<file path="config.mk">
export PLATFORM = sky130hd
export DESIGN_NAME = ext_pipe_flat
export DESIGN_NICKNAME = d
export VERILOG_FILES = /design/src/rtl/ext_pipe_if.sv /design/src/rtl/ext_pipe.sv /design/src/flat_wrapper.sv
export SDC_FILE = /design/constraint.sdc
export NUM_CORES = 1
export LEC_CHECK = 0
export CAP_MARGIN = 0
export CORE_ASPECT_RATIO = 1.1
export CORE_MARGIN = 2
export CORE_UTILIZATION = 45
export DETAILED_ROUTE_END_ITERATION = 10
export GPL_ROUTABILITY_DRIVEN = 0
export PLACE_DENSITY = 0.76
export RECOVER_POWER = 50
export SYNTH_ARGS = -nofsm -noshare
export SYNTH_HDL_FRONTEND = slang
export SYNTH_SLANG_ARGS = --single-unit
</file>
<file path="constraint.sdc">
create_clock -name clk -period 1.55 [get_ports clk]
set_input_delay 0.2325 -clock clk [delete_from_list [all_inputs] [get_ports clk]]
set_output_delay 0.2325 -clock clk [all_outputs]
set_load 0.05 [all_outputs]
</file>
<file path="src/rtl/ext_pipe_if.sv">
// Valid/ready bus between decode and ext_pipe: immediate/mode in, operand/err out.
interface ext_pipe_if #(
  parameter int IMM_W  = 16,
  parameter int DATA_W = 32
);
  logic              in_valid;
  logic              in_ready;
  logic [IMM_W-1:0]  in_imm;
  logic [2:0]        in_mode;
  logic              out_valid;
  logic              out_ready;
  logic [DATA_W-1:0] out_data;
  logic              out_err;

  modport master (
    output in_valid, in_imm, in_mode, out_ready,
    input  in_ready, out_valid, out_data, out_err
  );

  modport slave (
    input  in_valid, in_imm, in_mode, out_ready,
    output in_ready, out_valid, out_data, out_err
  );
endinterface

</file>
<file path="src/rtl/ext_pipe.sv">
// Pipelined immediate extender, one registered stage with valid/ready on both sides.
// Optional one-entry skid buffer (breaks out_ready->in_ready path) under `EXT_SKID_EN.
module ext_pipe #(
    parameter int IMM_W  = 16,
    parameter int DATA_W = 32
) (
    input  logic       clk,
    input  logic       rst_n,
    input  logic       flush,
    ext_pipe_if.slave  bus
);
    localparam int PAD = DATA_W - IMM_W;

    generate
        if (DATA_W < IMM_W + 2) begin : g_bad_width
            $error("ext_pipe: DATA_W must be >= IMM_W + 2");
        end
    endgenerate

    typedef struct packed {
        logic [DATA_W-1:0] data;
        logic              err;
    } res_t;

    function automatic res_t ext(input logic [IMM_W-1:0] imm, input logic [2:0] mode);
        res_t              r;
        logic [DATA_W-1:0] zx;
        logic [DATA_W-1:0] sx;
        zx     = {{PAD{1'b0}}, imm};
        sx     = {{PAD{imm[IMM_W-1]}}, imm};
        r.data = zx;
        r.err  = 1'b0;
        case (mode)
            3'b000:  r.data = zx;
            3'b001:  r.data = sx;
            3'b010:  r.data = {imm, {PAD{1'b0}}};
            3'b011:  r.data = sx << 2;
            3'b100:  r.data = zx << 2;
            default: r.err  = 1'b1;
        endcase
        return r;
    endfunction

    res_t out_q;
    logic out_vld;
    res_t new_res;
    logic in_xfer;
    logic out_xfer;

    assign new_res  = ext(bus.in_imm, bus.in_mode);
    assign out_xfer = out_vld & bus.out_ready;
    assign in_xfer  = bus.in_valid & bus.in_ready;

    assign bus.out_valid = out_vld;
    assign bus.out_data  = out_q.data;
    assign bus.out_err   = out_q.err;

`ifdef EXT_SKID_EN
    res_t skid_q;
    logic skid_vld;

    // Registered ready: a full skid is the only thing that can stall upstream.
    assign bus.in_ready = ~skid_vld;

    always_ff @(posedge clk or negedge rst_n) begin
        if (!rst_n) begin
            out_q    <= '0;
            out_vld  <= 1'b0;
            skid_q   <= '0;
            skid_vld <= 1'b0;
        end else if (flush) begin
            out_vld  <= 1'b0;
            skid_vld <= 1'b0;
        end else if (skid_vld) begin
            if (out_xfer) begin
                out_q    <= skid_q;
                skid_vld <= 1'b0;
            end
        end else if (in_xfer) begin
            if (out_vld && !bus.out_ready) begin
                skid_q   <= new_res;
                skid_vld <= 1'b1;
            end else begin
                out_q   <= new_res;
                out_vld <= 1'b1;
            end
        end else if (out_xfer) begin
            out_vld <= 1'b0;
        end
    end
`else
    assign bus.in_ready = ~out_vld | bus.out_ready;

    always_ff @(posedge clk or negedge rst_n) begin
        if (!rst_n) begin
            out_q   <= '0;
            out_vld <= 1'b0;
        end else if (flush) begin
            out_vld <= 1'b0;
        end else if (in_xfer) begin
            out_q   <= new_res;
            out_vld <= 1'b1;
        end else if (out_xfer) begin
            out_vld <= 1'b0;
        end
    end
`endif

endmodule

</file>
<file path="src/flat_wrapper.sv">
// flat-port wrapper written by rule: the top's interface ports become plain ports
module ext_pipe_flat 
#(
    parameter int IMM_W  = 16,
    parameter int DATA_W = 32
)
  (clk, rst_n, flush, bus_in_valid, bus_in_imm, bus_in_mode, bus_out_ready, bus_in_ready, bus_out_valid, bus_out_data, bus_out_err);
  ext_pipe_if #(.IMM_W(IMM_W), .DATA_W(DATA_W)) bus_i ();
  input  logic clk;
  input  logic rst_n;
  input  logic flush;
  input wire logic [$bits(bus_i.in_valid)-1:0] bus_in_valid;
  input wire logic [$bits(bus_i.in_imm)-1:0] bus_in_imm;
  input wire logic [$bits(bus_i.in_mode)-1:0] bus_in_mode;
  input wire logic [$bits(bus_i.out_ready)-1:0] bus_out_ready;
  output wire logic [$bits(bus_i.in_ready)-1:0] bus_in_ready;
  output wire logic [$bits(bus_i.out_valid)-1:0] bus_out_valid;
  output wire logic [$bits(bus_i.out_data)-1:0] bus_out_data;
  output wire logic [$bits(bus_i.out_err)-1:0] bus_out_err;
  assign bus_i.in_valid = bus_in_valid;
  assign bus_i.in_imm = bus_in_imm;
  assign bus_i.in_mode = bus_in_mode;
  assign bus_i.out_ready = bus_out_ready;
  assign bus_in_ready = bus_i.in_ready;
  assign bus_out_valid = bus_i.out_valid;
  assign bus_out_data = bus_i.out_data;
  assign bus_out_err = bus_i.out_err;
  ext_pipe #(.IMM_W(IMM_W), .DATA_W(DATA_W)) u_core (.clk(clk), .rst_n(rst_n), .flush(flush), .bus(bus_i));
endmodule
</file>
==> results.cfg <==
[final_layout]
syn_to_final_growth_pct = 41.1
fin_util_pct = 66.4
drive_gt1_share_pct = 24.6
diodes = 0
nets = 264
final_area_sq_um = 2450

[timing]
slew_violations = 0
worst_slack_ps = 88.8
skew_ps = 6.21
setup_viol = 0
max_slew_margin_pct = 43.6
hold_viol_final = 0
post-route-period-util_pct = 94.3
rsz0062_at_grt = false
period_needed_ps = 1460
fin_setup_tns_ps = 0
fmax_ghz = 0.684
worstMarginPinSlew_ps = 847

[die]
core_sq_um = 3680
dieArea_sq_um = 4370
ios = 59
die_y_um = 69.1
die_w_um = 63.2
std_cell_rows = 23
initial_core_util_pct = 47.1

[route]
drt.antenna.violating_nets = 0
vias = 1635
vias_per_cell = 5.64
wl_per_cell_um = 16.4
dr.first_iter.drc_count = 124
drt-pass1-iter-count = 4
drc_errors = 0
routed_wl_mm = 4.74

[clocking]
cts.repair.resized = 0
tritoncts = built
clock_path_buffers = 2
clkSlewWorstSetupHoldPaths_ps = 70
ctsHoldBuffers = 0
clk_latency_ps = 290
cts-htree-levels = 2
cts_sinks = 34
post_cts_buffers = 0
numCtsBuffers = 5
root_buffer = clkbuf_8

[synthesis]
synthDistinctLibCells = 29
yosysMostFrequentCell = dfrtp_1
ys.warnings.count = 0
synth-edff-count = 0
syn_avg_cell_area_sq_um = 10.1
synthTopCellsByCount = dfrtp_1, a21oi_1, o2bb2ai_1, a31oi_1, o21ai_0
synth_seq_cells = 34
synth_nets = 195
synth_top_area_share_pct = 49.1
syn_inst = 171
yosysTopAreaCell = dfrtp_1
ys.flop_type = dfrtp_1
synth_area_sq_um = 1730
ys_seq_area_share_pct = 49.1
async_flop_share_pct = 100
synth_area_leaders = dfrtp_1, a21oi_1, o2bb2ai_1, a31oi_1, nand3_2

[worst_setup_path]
cp-end-kind = output port
cp.required_ps = 1320
cp-startpoint = bus_out_ready
worst_ep_arrival_time_ps = 1230
cp-start-kind = input pin
cp_max_fo = 5
r2r_setup_slack_ps = 350
reg2reg_depth = 5
r2r_start = u_core.bus.out_valid
critical_path_class = input pin to output port

[power_and_ir_drop]
leakagePower_nw = 1.04
fin_total_pwr_mw = 2.90
power_density_nw_per_um2 = 1190
peakVddDrop_v = 0.000854

[worst_hold_path]
min_path_cells = 1
hp-class = flop to flop
holdCritStartpoint = u_core.bus.out_data[25]

[global_route]
grt_max_degree = 35
antenna_found_initial = 0
grt_pass1_wl_mm = 8.05
grtUsageTotal_pct = 23.2
overflow = 0
grt_pass1_vias = 1617

[place]
postPlaceCellArea_sq_um = 2400
post-place-ws_ps = -144
dp_hpwl_mm = 3.48
portBuffers = 58

[job]
drv_cap = 0

[status]
status = completed
==> per-stage QoR <==
| stage | hold WS [ps] | instances |
|---|---|---|
| floorplan | -63.1 | 171 |
| global placement | 478 | 283 |
| detailed placement | 475 | 283 |
| CTS | 361 | 290 |
| global route | 504 | 290 |
| finish | 489 | 290 |
==> state kept, by name, indices dropped and copies added, names as in the netlist <==
name                  cells
u_core.bus.out_err        1
u_core.bus.out_data      32
u_core.bus.out_valid      1
==> worst max-delay path, stage by stage <==
cell             delay (ps)
clkdlybuf4s50_1         450
nand2b_1                200
clkbuf_1                190
buf_12                  160
==> layer usage <==
| metal | vias to the layer above | track usage [%] | wire length (um) |
|---|---|---|---|
| li1 | 784 | - | - |
| met1 | 782 | 30.4 | 2070 |
| met2 | 59 | 36.5 | 2330 |
| met3 | 10 | 4.89 | 250 |
| met4 | 0 | 11.6 | 93 |
| met5 | - | 0 | 0 |
==> cell type report <==
class                           instances  area (sq um)
Timing Repair Buffer                   80           654
Clock buffer                            6          82.6
Sequential cell                        34           851
Clock inverter                          1          30.0
Tap cell                               50          62.6
Inverter                                4          15.0
Multi-Input combinational cell        115           751
Fill cell                             323          1240
==> placed cells by master, fill, tap and decap left out, types with 3 or more instances in the layout <==
cell / instances
buf_12: 5
a31oi_1: 15
nand3b_1: 3
o21ai_0: 13
dfrtp_1: 34
o2bb2ai_1: 16
nand3_1: 9
buf_4: 34
clkbuf_8: 6
nand3_2: 9
clkdlybuf4s50_1: 22
inv_1: 4
a21oi_1: 31
clkbuf_1: 17
==> final timing paths <==
check | to
worst max-delay path | bus_in_ready
worst min-delay path | u_core.bus.out_data[25]
worst max register to register | u_core.bus.out_data[24]
worst min register to register | u_core.bus.out_data[25]
max in group asynchronous | u_core.bus.out_data[1]
min in group asynchronous | u_core.bus.out_data[30]
==> power by group <==
group	total, mW	internal (mW)	switching (mW)
logic	1.00	0.315	0.687
clock network	0.826	0.514	0.312
registers	1.08	1.01	0.0699
==> kinds of logic (layout without fill, tap and decap cells) <==
group,count (synthesis),in the layout,synth area share [%]
buffers and inverters,22,91,7.65
AND/OR/NAND/NOR,33,33,13.9
multiplexers,1,1,0.577
flip-flops,34,34,49.1
AO/OA/AOI/OAI,81,81,28.8
(Power assumes the default switching activity.)
